===== src/rtl/pc_seq_pkg.sv =====
// Shared types and helpers for the program-counter sequencer.
package pc_seq_pkg;

  typedef enum logic [1:0] {
    RUN     = 2'd0,
    IO_WAIT = 2'd1,
    HALT    = 2'd2
  } seq_state_e;

  // The RAS count spans 0..depth inclusive.
  function automatic int ras_cnt_w(input int depth);
    return $clog2(depth + 1);
  endfunction

endpackage


===== src/rtl/pc_ras.sv =====
// Return-address stack: LIFO with push, pop and swap-top; pushes are dropped when full.
module pc_ras
  import pc_seq_pkg::*;
#(
  parameter int DEPTH = 4,
  parameter int W     = 32
) (
  input  logic         clk,
  input  logic         reset,
  input  logic         push,
  input  logic         pop,
  input  logic         swap,
  input  logic [W-1:0] wr_data,
  output logic [W-1:0] top,
  output logic         full,
  output logic         empty
);

  localparam int CNT_W = ras_cnt_w(DEPTH);

  logic [DEPTH-1:0][W-1:0] mem;
  logic [CNT_W-1:0]        cnt;
  logic [CNT_W-1:0]        wr_ptr;
  logic                    wr_en;

  assign full   = (cnt == CNT_W'(DEPTH));
  assign empty  = (cnt == '0);
  assign wr_en  = (push && !full) || (swap && !empty);
  // Push writes the next free slot; swap overwrites the current top.
  assign wr_ptr = push ? cnt : cnt - CNT_W'(1);

  always_ff @(posedge clk) begin
    if (reset) begin
      mem <= '0;
      cnt <= '0;
    end else begin
      for (int i = 0; i < DEPTH; i++)
        if (wr_en && wr_ptr == CNT_W'(i)) mem[i] <= wr_data;
      if (push && !full)
        cnt <= cnt + CNT_W'(1);
      else if (pop && !empty)
        cnt <= cnt - CNT_W'(1);
    end
  end

  always_comb begin
    top = '0;
    for (int i = 0; i < DEPTH; i++)
      if (cnt == CNT_W'(i + 1)) top = mem[i];
  end

endmodule


===== src/rtl/pc_sequencer.sv =====
// PC register with RUN/IO_WAIT/HALT stall control and a hardware return-address stack.
module pc_sequencer
  import pc_seq_pkg::*;
#(
  parameter int              PC_W      = 32,
  parameter logic [PC_W-1:0] RESET_VEC = PC_W'(1),
  parameter int              RAS_DEPTH = 4
) (
  input  logic            clk,
  input  logic            reset,
  input  logic [PC_W-1:0] next_pc,
  input  logic            call,
  input  logic            ret,
  input  logic            brk,
  input  logic            resume,
  input  logic            in_req,
  input  logic            out_req,
  input  logic            io_release,
  output logic [PC_W-1:0] pc,
  output logic            io_wait,
  output logic            halted,
  output logic            ras_ovf,
  output logic            ras_unf
);

  seq_state_e      state, state_nxt;
  logic [PC_W-1:0] pc_nxt, pc_inc, ras_top;
  logic            push, pop, swap, ras_full, ras_empty;
  logic            set_ovf, set_unf;

  assign pc_inc  = pc + PC_W'(1);
  assign io_wait = (state == IO_WAIT);
  assign halted  = (state == HALT);

  pc_ras #(.DEPTH(RAS_DEPTH), .W(PC_W)) u_ras (
    .clk     (clk),
    .reset   (reset),
    .push    (push),
    .pop     (pop),
    .swap    (swap),
    .wr_data (pc_inc),
    .top     (ras_top),
    .full    (ras_full),
    .empty   (ras_empty)
  );

  always_ff @(posedge clk) begin
    if (reset) begin
      state   <= RUN;
      pc      <= RESET_VEC;
      ras_ovf <= 1'b0;
      ras_unf <= 1'b0;
    end else begin
      state   <= state_nxt;
      pc      <= pc_nxt;
      ras_ovf <= ras_ovf | set_ovf;
      ras_unf <= ras_unf | set_unf;
    end
  end

  always_comb begin
    state_nxt = state;
    pc_nxt    = pc;
    push      = 1'b0;
    pop       = 1'b0;
    swap      = 1'b0;
    set_ovf   = 1'b0;
    set_unf   = 1'b0;
    unique case (state)
      RUN: begin
        if (brk) begin
          state_nxt = HALT;
        end else if ((in_req || out_req) && !io_release) begin
          state_nxt = IO_WAIT;
        end else if (ret && !ras_empty) begin
          // Plain return pops; call+return reuses the slot for the new link.
          pc_nxt = ras_top;
          pop    = !call;
          swap   = call;
        end else begin
          pc_nxt  = next_pc;
          set_unf = ret;
          if (call) begin
            push    = !ras_full;
            set_ovf = ras_full;
          end
        end
      end
      IO_WAIT: if (io_release) state_nxt = RUN;
      HALT:    if (resume)     state_nxt = RUN;
      default: state_nxt = RUN;
    endcase
  end

endmodule


===== config.mk =====
export PLATFORM = sky130hd
export DESIGN_NAME = pc_sequencer
export DESIGN_NICKNAME = d
export VERILOG_FILES = /design/src/rtl/pc_seq_pkg.sv /design/src/rtl/pc_ras.sv /design/src/rtl/pc_sequencer.sv
export SDC_FILE = /design/constraint.sdc
export NUM_CORES = 1
export LEC_CHECK = 0
export BUFFER_PORTS_ARGS = -buffer_cell sky130_fd_sc_hd__buf_2
export CAP_MARGIN = 40
export CORE_MARGIN = 2
export CORE_UTILIZATION = 50
export DETAILED_ROUTE_END_ITERATION = 8
export PLACE_DENSITY = 0.78
export SYNTH_ARGS = -nofsm -noshare
export SYNTH_HDL_FRONTEND = slang
export SYNTH_SLANG_ARGS = --single-unit

===== constraint.sdc =====
create_clock -name clk -period 2.35 [get_ports clk]
set_clock_uncertainty 0.05 [all_clocks]
set_input_delay 0.3525 -clock clk [delete_from_list [all_inputs] [get_ports clk]]
set_output_delay 0.3525 -clock clk [all_outputs]
set_load 0.03 [all_outputs]

* Word level (Yosys, flattened, before mapping) *
Index checks and enable logic that the tools add are counted.

operators by class
  add/sub/neg operators = 3
  eq/ne operators = 12
  multiplexer cells = 35
  reduce and logical (&&, ||, !) cells = 21
  bitwise logic cells = 4

operators by type and width
  cell                                                                    number
  32-bit 2-to-1 mux                                                       5
  32-bit by 1-bit adder with 32-bit output (second input constant)        1
  1-bit 2-to-1 mux                                                        22
  3-bit by 2-bit equality test with 1-bit output (second input constant)  4
  1-bit logical AND                                                       9
  3-bit 2-to-1 mux                                                        3
  2-bit 2-to-1 mux                                                        4
  3-bit by 1-bit equality test with 1-bit output (second input constant)  2
  3-bit logical NOT                                                       2
  2-bit one-hot mux with 3 select lines                                   1
  3-bit AND reduction                                                     2
  1-bit logical NOT                                                       4
  2-bit inequality test (second input constant)                           2
  3-bit by 1-bit adder with 3-bit output (second input constant)          1
  3-bit equality test (second input constant)                             1
  3-bit inequality test (second input constant)                           1
  3-bit by 1-bit subtractor with 3-bit output (second input constant)     1
  2-bit by 1-bit equality test with 1-bit output (second input constant)  1
  2-bit equality test (second input constant)                             1
  2-bit logical NOT                                                       1
  1-bit logical OR                                                        2
  1-bit NOT                                                               2
  1-bit bitwise OR                                                        2
  2-bit nonzero test                                                      1

storage, ports and cells
  flip-flop bits (word level) = 167
  word-level logic and storage cells = 84
  output and inout bits = 36
  bits of input ports = 41

* Longest topological paths before layout *
Gate-level depths: netlist (run 1).

  depth after elaboration = 10
  depth in mapped cells = 10
  depth with buffers taken out = 7

* By module *
From an unflattened synthesis (run 1), not the netlist that was laid out.

second synthesis, totals
  cell total of the unflattened synthesis = 1095
  area, all modules = 8298.0 um2

modules (own cells, without submodules)
  module        cells an instance  seq. area each (um2)  times used  area each (um2)
  pc_ras        830                2622.5                1           6045.8
  pc_sequencer  265                720.7                 1           2252.2

* Worst setup path after synthesis (run 1) *
OpenSTA, ideal clock, no wires.

  path type = flip-flop to flip-flop
  start = register pc[0]
  end = register u_ras.mem[60] (netlist name)
  path slack = 0.068 ns
  setup time = 0.086 ns
  buffers on the path = 0
  period minus slack after synthesis = 2.282 ns
  arrival time = 2.146 ns
  data required time = 2.214 ns
  stages on the path, launching flop included = 7
  cell sequence = dfxtp_1 -> ha_1 -> nand3_4 -> or4_4 -> nor4_4 -> xnor2_1 -> a211oi_1

on the way
  longest elaborated chain between the ends = 1

RTL lines
  element                                   line                text
  start: declaration                        pc_sequencer.sv:19  output logic [PC_W-1:0] pc,
  start signal: assignment                  pc_sequencer.sv:55  pc <= pc_nxt;
  32-bit by 1-bit adder with 32-bit output  pc_sequencer.sv:31  assign pc_inc = pc + PC_W'(1);
  end signal: indexed assignment            pc_ras.sv:38        if (wr_en && wr_ptr == CNT_W'(i)) mem[i] <= wr_data;
  end: declaration                          pc_ras.sv:21        logic [DEPTH-1:0][W-1:0] mem;

No other way between the ends.
A chain may end at the register's enable or synchronous reset.

* Worst setup path after layout (run 1) *
  start = register u_ras.cnt[0]
  end = register u_ras.mem[66] (netlist name)

on the way
  longest elaborated chain between the ends = 10
  elaborated cells on any way between the ends = 21
  classes of those cells = 1 x add/sub; 2 x eq/ne; 10 x mux; 8 x reduce/logical

RTL lines
  element                                                                             line                                                  text
  start: declaration                                                                  pc_ras.sv:22                                          logic [CNT_W-1:0] cnt;
  start signal: assignment                                                            pc_ras.sv:40                                          cnt <= cnt + CNT_W'(1);
  start signal: assignment                                                            pc_ras.sv:42                                          cnt <= cnt - CNT_W'(1);
  3-bit equality test or 3-bit logical NOT (tied branches)                            pc_ras.sv:26, pc_ras.sv:27
  1-bit logical NOT, on equally long branches                                         pc_ras.sv:28, pc_sequencer.sv:84, pc_sequencer.sv:75
  1-bit 2-to-1 mux or 1-bit logical AND (tied branches)                               pc_sequencer.sv:83, pc_sequencer.sv:75
  1-bit 2-to-1 mux                                                                    pc_sequencer.sv:75                                    end else if (ret && !ras_empty) begin
  1-bit 2-to-1 mux                                                                    pc_sequencer.sv:73                                    end else if ((in_req || out_req) && !io_release) begin
  1-bit 2-to-1 mux                                                                    pc_sequencer.sv:71                                    if (brk) begin
  1-bit 2-to-1 mux                                                                    pc_sequencer.sv:69                                    unique case (state)
  3-bit 2-to-1 mux or 1-bit logical AND (tied branches)                               pc_ras.sv:30, pc_ras.sv:28
  3-bit by 2-bit equality test with 1-bit output or 1-bit logical OR (tied branches)  pc_ras.sv:38, pc_ras.sv:28
  1-bit logical AND (*)                                                               pc_ras.sv:38

Every way passes the cells marked *; elsewhere a longest branch is shown, timed or not.

==> results of run 1 <==
[worst max-delay path by stage]
stage / start / end / slack [ps]
final: u_ras.cnt[0] / u_ras.mem[66] / 110
after global routing: pc[0] / u_ras.mem[92] / -0.6
after CTS: u_ras.cnt[1] / u_ras.mem[66] / 10
after detailed placement: u_ras.cnt[1] / u_ras.mem[121] / 110
after global placement: u_ras.cnt[0] / u_ras.mem[8] / 180
after floorplan: pc[0] / u_ras.mem[60] / 70
[layer usage]
layer	global-route usage (%)	vias to the layer above	routed length [um]
met5	0	-	0
met4	10.2	0	571
met3	4.43	54	1470
met2	42.7	298	10500
met1	34.9	3474	9730
li1	-	3575	-
[registers in the layout (all words and copies together) (netlist names)]
signal and count:
u_ras.mem 128, u_ras.cnt 3, ras_ovf 1, state 2, pc 32, ras_unf 1
[final cells by class]
type                    instances  area [um^2]
flip-flops and latches        167         3350
repair buffers                135          981
fillers                      1382         6300
multi-input cells             697         4180
inverters                       6         22.5
well taps                     216          270
clock buffers                  17          425
clock inverters                15          131
[worst register-to-register path: cells and delay by family (launching register included)]
kind / cells / cell delay [ps]
AOI/OAI and AO/OA: 2 / 610
adders and majority gates: 1 / 190
buffers and inverters: 2 / 320
DFF: 1 / 320
muxes: 1 / 390
and+or+nand+nor: 2 / 270
[power groups by stage]
stage	logic, mW	clock network [mW]	registers (mW)
6_report	0.860	2.66	3.03
5_1_grt	0.928	2.82	3.04
4_1_cts	0.846	2.69	3.03
3_5_place_dp	0.841	0	3.09
3_3_place_gp	0.832	0	3.09
2_1_floorplan	0.444	0	3.19
[per-stage QoR]
step / total power [mW] / hold WS (ps) / TNS [ps] / instance area, um^2
2_1_floorplan: 3.63 / 410 / 0 / 7920
3_3_place_gp: 3.92 / 418 / 0 / 8720
3_5_place_dp: 3.93 / 411 / 0 / 8720
4_1_cts: 6.56 / 60.3 / 0 / 9280
5_1_grt: 6.79 / 75.9 / -0.628 / 9360
6_report: 6.55 / 67.7 / 0 / 9360
[cell families after synthesis]
family | share of synthesized area (%)
XOR/XNOR | 3.21
multiplexers | 3.81
flip-flops | 42.2
adder cells (fa/ha/maj) | 1.11
buffers and inverters | 5.51
AO/OA/AOI/OAI | 22.8
AND/OR/NAND/NOR | 21.3
[cells in the mapped netlist, drive strengths merged, types with 17 or more instances]
library cell,number
a211oi,93
a21oi,35
a221oi,34
buf,22
clkbuf,64
dfxtp,167
mux2i,29
nand2,82
nand3,17
nor2,207
nor3,42
o21ai,40
o31a,32
xor2,20
[repair_timing]
action                     4_1_cts  5_1_grt
setup endpoints to repair        0      114
gates resized for setup          0       10
hold buffers                     0        0
==> metrics.md, run 1 <==
| Metric | Value |
|---|---|
| Status | `finished, final reports clean` |
| Max_cap viols | `0` |
| Vias/cell | `about 6` |
| Crit-path cells | `inv_2 > ha_1 > mux2_2 > nor3_1 > o2111a_2 > buf_12 > nor2_1 > a211oi_2` |
| Most common cell after layout, fill and taps aside | `nor2_1` |
| Clk buf depth | `2` |
| Dpl cells | `between 1k and 1.5k` |
| Starting Density | `about half` |
| Clock network power share | `around two fifths` |
| PwrDens | `about 700 mW/mm^2` |
| Worst slew pin tran | `611 ps` |
| Num CTS Buffers | `17` |
| Synth top area share | `a little over two fifths` |
| Clk pin slew, worst setup/hold paths | `around 70 ps` |
| Die W | `approximately 130 um` |
| Synth area leader | `dfxtp_1` |
| DR vias | `~7.4k` |
| Setup bufs post-CTS | `0` |
| Switch Pwr | `1.86 mW` |
| Crit path largest cell delay | `390 ps` |
| CTS tree | `built` |
| Pleak | `3.33 nW` |
| Critical Path RT | `2640 ps` |
| Stages on worst setup path | `8` |
| GRT Residual Overflow | `0` |
| Worst R2R End | `u_ras.mem[66]` |
| Number of I/O port buffers | `76` |
| Die area | `0.0169 mm^2` |
| Int Power | `about 4.7 mW` |
| RePlAce Congestion | `approximately 0.89` |
| Final net count | `around 1.1k` |
| Area grow syn2layout | `18.1%` |
| Pre-CTS setup slack | `~110 ps` |
| Data arrival time of the critical path | `2530 ps` |
| Synth area leaders | `dfxtp_1, nor2_1, a211oi_1, nand2_1, a221oi_1` |
| Final setup viols | `0` |
| Final max-slew violation count | `0` |
| Number of synthesized flops with an enable pin | `0` |
| Sw Ratio | `between 20 and 30%` |
| Synth Instances | `between 900 and 1k` |
| Die Y | `around 130 um` |
| Core footprint | `about 0.016 mm^2` |
| Ys flop type | `dfxtp_1` |
| Routed wire length | `22200 um` |
| Yosys warning total | `0` |
| Syn Std Cell Area | `0.00792 mm^2` |
| Final core occ | `between 50% and 60%` |
| Final hold vios | `0` |
| WL/cell | `17.7 um` |
| Total track usage | `about a quarter` |
| Sequential power share | `46.2%` |
| Antenna violation net count after detailed routing | `0` |
| #FFs+latches synth | `167` |
| Reg2Reg Depth | `8` |
| Max-slew headroom | `between 50% and 60%` |
| Critical path's top delay family | `compound AO/OA/AOI/OAI gates` |
| DRC | `0` |
| Largest net degree at the start of global routing | `52` |
| R2R setup slack | `between 100 and 150 ps` |
| Register area share after synthesis | `42.2%` |
| Worst path slowest cell | `mux2_2` |
| Syn nets | `~1k` |
| Async SR Flop Fraction | `0%` |
| Crit Path Max Fanout | `11` |
| Post-DP HPWL | `14000 um` |
| Critical path startpoint category | `flip-flop` |
| Tmin final | `~2200 ps` |
| Initial antenna violation count | `0` |
| First DRT Iteration DRCs | `approximately 770` |
| Final Non-Filler Cells | `1253` |
| Drt first pass iters | `5` |
| Min-delay src | `resume` |
| First-pass GRT wire length | `34800 um` |
| Hold EP | `state[1]` |
| Avg Inst Size Synth | `~8.3 um^2` |
| Final WS setup | `about 110 ps` |
| CP Buf/Inv Count | `2` |
| CTS sink cnt | `about 170` |
| Worst Hold Class | `primary input to flip-flop` |
| Crit. End Element | `flip-flop` |
| Max Clock Freq | `~450 MHz` |
| Share of layout cells above drive strength 1 | `a little under a fifth` |
| Root Driver | `clkbuf_16` |
| Hold Crit Depth | `2` |
| Vias in the first global route | `just under 7k` |
| Logic pwr share | `about an eighth` |
| Reg2reg start | `u_ras.cnt[0]` |
| Max VDD drop | `~0.54 mV` |
| H-tree levels | `4` |
| Count of cell types in the netlist | `48` |
| Row cnt | `46` |
| Commonest non-fill, non-tap cells in the layout | `nor2_1, dfxtp_1, a211oi_1` |
| Tcrit/Tclk final | `between 90 and 100%` |
| I/O pins | `77` |
| Setup CP Type | `flip-flop to flip-flop` |
| Number of diodes | `0` |
| Worst-Skew Late Latency | `roughly 430 ps` |
(Power assumes the default switching activity.)
==> run 2: changes to the inputs <==
--- a/config.mk
+++ b/config.mk
@@ -10,7 +10,7 @@
 export CORE_MARGIN = 2
 export CORE_UTILIZATION = 50
 export DETAILED_ROUTE_END_ITERATION = 8
-export PLACE_DENSITY = 0.78
+export PLACE_DENSITY = 0.75
 export SYNTH_ARGS = -nofsm -noshare
 export SYNTH_HDL_FRONTEND = slang
 export SYNTH_SLANG_ARGS = --single-unit
==> constraint.sdc (replaced) <==
create_clock -name clk -period 2.51 [get_ports clk]
set_clock_uncertainty 0.05 [all_clocks]
set_input_delay 0.3765 -clock clk [delete_from_list [all_inputs] [get_ports clk]]
set_output_delay 0.3765 -clock clk [all_outputs]
set_load 0.03 [all_outputs]
==> metrics.md, run 2 (synthesis gave the netlist of run 1 again) <==
| Metric | Value |
|---|---|
| Status | `finished, final reports clean (unchanged)` |
| Area grow syn2layout | `17.4% (was 18.1%)` |
| Stages on worst setup path | `9 (was 8)` |
| WL/cell | `16.9 um (was 17.7 um)` |
| Final max-slew violation count | `0 (unchanged)` |
| Critical path's top delay family | `buffers and inverters (was compound AO/OA/AOI/OAI gates)` |
| Pleak | `3.30 nW (was 3.33 nW)` |
| CTS sink cnt | `167 (unchanged)` |
| Post-DP HPWL | `13600 um (was 14000 um)` |
| Tmin final | `2400 ps (was 2240 ps)` |
| Row cnt | `46 (unchanged)` |
| Starting Density | `50.6% (unchanged)` |
| Crit path largest cell delay | `450 ps (was 390 ps)` |
| Final hold vios | `0 (unchanged)` |
| WHS | `83.0 ps (was 67.7 ps)` |
| CP Buf/Inv Count | `3 (was 2)` |
| Hold EP | `state[1] (unchanged)` |
| Final setup viols | `0 (unchanged)` |
| Total track usage | `25.5% (was 26.2%)` |
| Setup_tns | `0 ps (unchanged)` |
| Initial antenna violation count | `0 (unchanged)` |
| Die W | `130 um (unchanged)` |
| CTS tree | `built (unchanged)` |
| Switch Pwr | `1.72 mW (was 1.86 mW)` |
| Most common cell after layout, fill and taps aside | `nor2_1 (unchanged)` |
| Routed wire length | `21000 um (was 22200 um)` |
| Final net count | `1059 (was 1072)` |
| Tcrit/Tclk final | `95.5% (was 95.3%)` |
| Number of diodes | `0 (unchanged)` |
| Worst slew pin tran | `665 ps (was 611 ps)` |
| Commonest non-fill, non-tap cells in the layout | `nor2_1, dfxtp_1, a211oi_1 (unchanged)` |
| Setup CP Type | `flip-flop to flip-flop (unchanged)` |
| Min-delay src | `resume (unchanged)` |
| Crit Path Max Fanout | `44 (was 11)` |
| Reg with most FFs | `u_ras.mem (unchanged)` |
| Core footprint | `0.0157 mm^2 (unchanged)` |
| Vias/cell | `5.77 (was 5.91)` |
| Max-slew headroom | `55.6% (was 59.3%)` |
| Antenna violation net count after detailed routing | `0 (unchanged)` |
| Hold Buf Count CTS | `0 (unchanged)` |
| Worst-Skew Late Latency | `430 ps (about the same)` |
| Num CTS Buffers | `17 (unchanged)` |
| Clock network power share | `43.6% (was 40.6%)` |
| Share of layout cells above drive strength 1 | `17.3% (was 18.9%)` |
| # fillers | `1415 (was 1382)` |
| Worst R2R End | `u_ras.mem[123] (was u_ras.mem[66])` |
| Largest net degree at the start of global routing | `57 (was 52)` |
| Hold Crit Depth | `2 (unchanged)` |
| First-pass GRT wire length | `34000 um (was 34800 um)` |
| Die Y | `130 um (unchanged)` |
| First DRT Iteration DRCs | `608 (was 772)` |
| Worst Hold Class | `primary input to flip-flop (unchanged)` |
| Worst path slowest cell | `dfxtp_1 (was mux2_2)` |
| Clk buf depth | `2 (unchanged)` |
| Clk pin slew, worst setup/hold paths | `70 ps (about the same)` |
| I/O pins | `77 (unchanged)` |
| Sequential power share | `44.5% (was 46.2%)` |
| H-tree levels | `4 (unchanged)` |
| Die area | `0.0169 mm^2 (unchanged)` |
| Root Driver | `clkbuf_16 (unchanged)` |
| Int Power | `4.68 mW (was 4.69 mW)` |
| DR vias | `7150 (was 7401)` |
| Max Clock Freq | `417 MHz (was 446 MHz)` |
| Sw Ratio | `26.8% (was 28.4%)` |
| R2R setup slack | `110 ps (about the same)` |
| Crit. End Element | `flip-flop (unchanged)` |
| Max FFs per register | `128 (unchanged)` |
| RSZ-0062 raised after global routing | `no` |
| Data arrival time of the critical path | `2680 ps (was 2530 ps)` |
| Max VDD drop | `0.520 mV (was 0.536 mV)` |
| DRC | `0 (unchanged)` |
| Critical path startpoint category | `flip-flop (unchanged)` |
| Crit-path cells | `inv_1 > ha_1 > buf_4 > mux2i_1 > nor3_1 > o2111a_2 > buf_12 > nor2_1 > a311oi_1 (was inv_2 > ha_1 > mux2_2 > nor3_1 > o2111a_2 > buf_12 > nor2_1 > a211oi_2)` |
| Reg2reg start | `u_ras.cnt[1] (was u_ras.cnt[0])` |
| Drt first pass iters | `5 (unchanged)` |
| Reg2Reg Depth | `9 (was 8)` |
| Vias in the first global route | `6698 (was 6752)` |
| Critical Path RT | `2800 ps (was 2640 ps)` |
| Logic pwr share | `11.8% (was 13.1%)` |
| PwrDens | `688 mW/mm^2 (was 700 mW/mm^2)` |
| Max_cap viols | `0 (unchanged)` |
| Number of I/O port buffers | `76 (unchanged)` |
| GRT Residual Overflow | `0 (unchanged)` |
| RePlAce Congestion | `0.870 (was 0.888)` |
| Largest regs | `u_ras.mem x128, pc x32, u_ras.cnt x3 (unchanged)` |
==> run 2: metrics by stage <==
stage	std cells	instance area, um^2	worst slack (ps)	total power [mW]	utilization, %
6_report	1240	9300	112	6.40	59.4
5_1_grt	1240	9300	15.7	6.62	59.4
4_1_cts	1240	9290	84.4	6.40	59.4
3_5_place_dp	1208	8670	131	3.65	55.4
3_3_place_gp	1208	8670	226	3.64	55.4
2_1_floorplan	956	7920	228	3.40	-
==> run 2: worst reg2reg max path, stage by stage, from the launching register on <==
cell and delay (ps):
dfxtp_1 450, inv_1 150, ha_1 230, buf_4 170, mux2i_1 190, nor3_1 220
o2111a_2 260, buf_12 240, nor2_1 80, a311oi_1 260
==> run 2: final cells by class <==
type / instances / area (um^2) / share of cell area, %
multi-input cells: 697 / 4170 / 44.8
flip-flops and latches: 167 / 3340 / 36.0
repair buffers: 122 / 870 / 9.35
clock buffers: 17 / 425 / 4.57
well taps: 216 / 270 / 2.91
clock inverters: 15 / 200 / 2.15
inverters: 6 / 22.5 / 0.242
==> run 2: worst max-delay path by stage <==
stage | startpoint | end | slack, ps
floorplan | pc[0] | u_ras.mem[60] | 230
global placement | u_ras.cnt[0] | u_ras.mem[72] | 230
detailed placement | u_ras.cnt[0] | u_ras.mem[89] | 130
CTS | u_ras.cnt[0] | u_ras.mem[31] | 80
global route | u_ras.cnt[1] | u_ras.mem[91] | 20
finish | u_ras.cnt[1] | u_ras.mem[123] | 110
==> run 2: what timing repair did <==
action	in CTS	in global routing
setup endpoints to repair	0	100
resized for setup	0	3
buffers inserted	0	0
==> run 2: power by group through the flow <==
stage	logic, mW	clock network (mW)	registers, mW
4_1_cts	0.752	2.80	2.85
3_3_place_gp	0.740	0	2.90
2_1_floorplan	0.415	0	2.98
3_5_place_dp	0.748	0	2.90
6_report	0.758	2.79	2.85
5_1_grt	0.822	2.93	2.86
==> run 2: metal layers <==
layer / vias to the layer above / track usage, % / wire length (um)
met4: 0 / 9.93 / 504
met2: 218 / 39.2 / 9490
met3: 44 / 4.80 / 1080
met1: 3363 / 35.5 / 9930
met5: - / 0 / 0
li1: 3525 / - / -
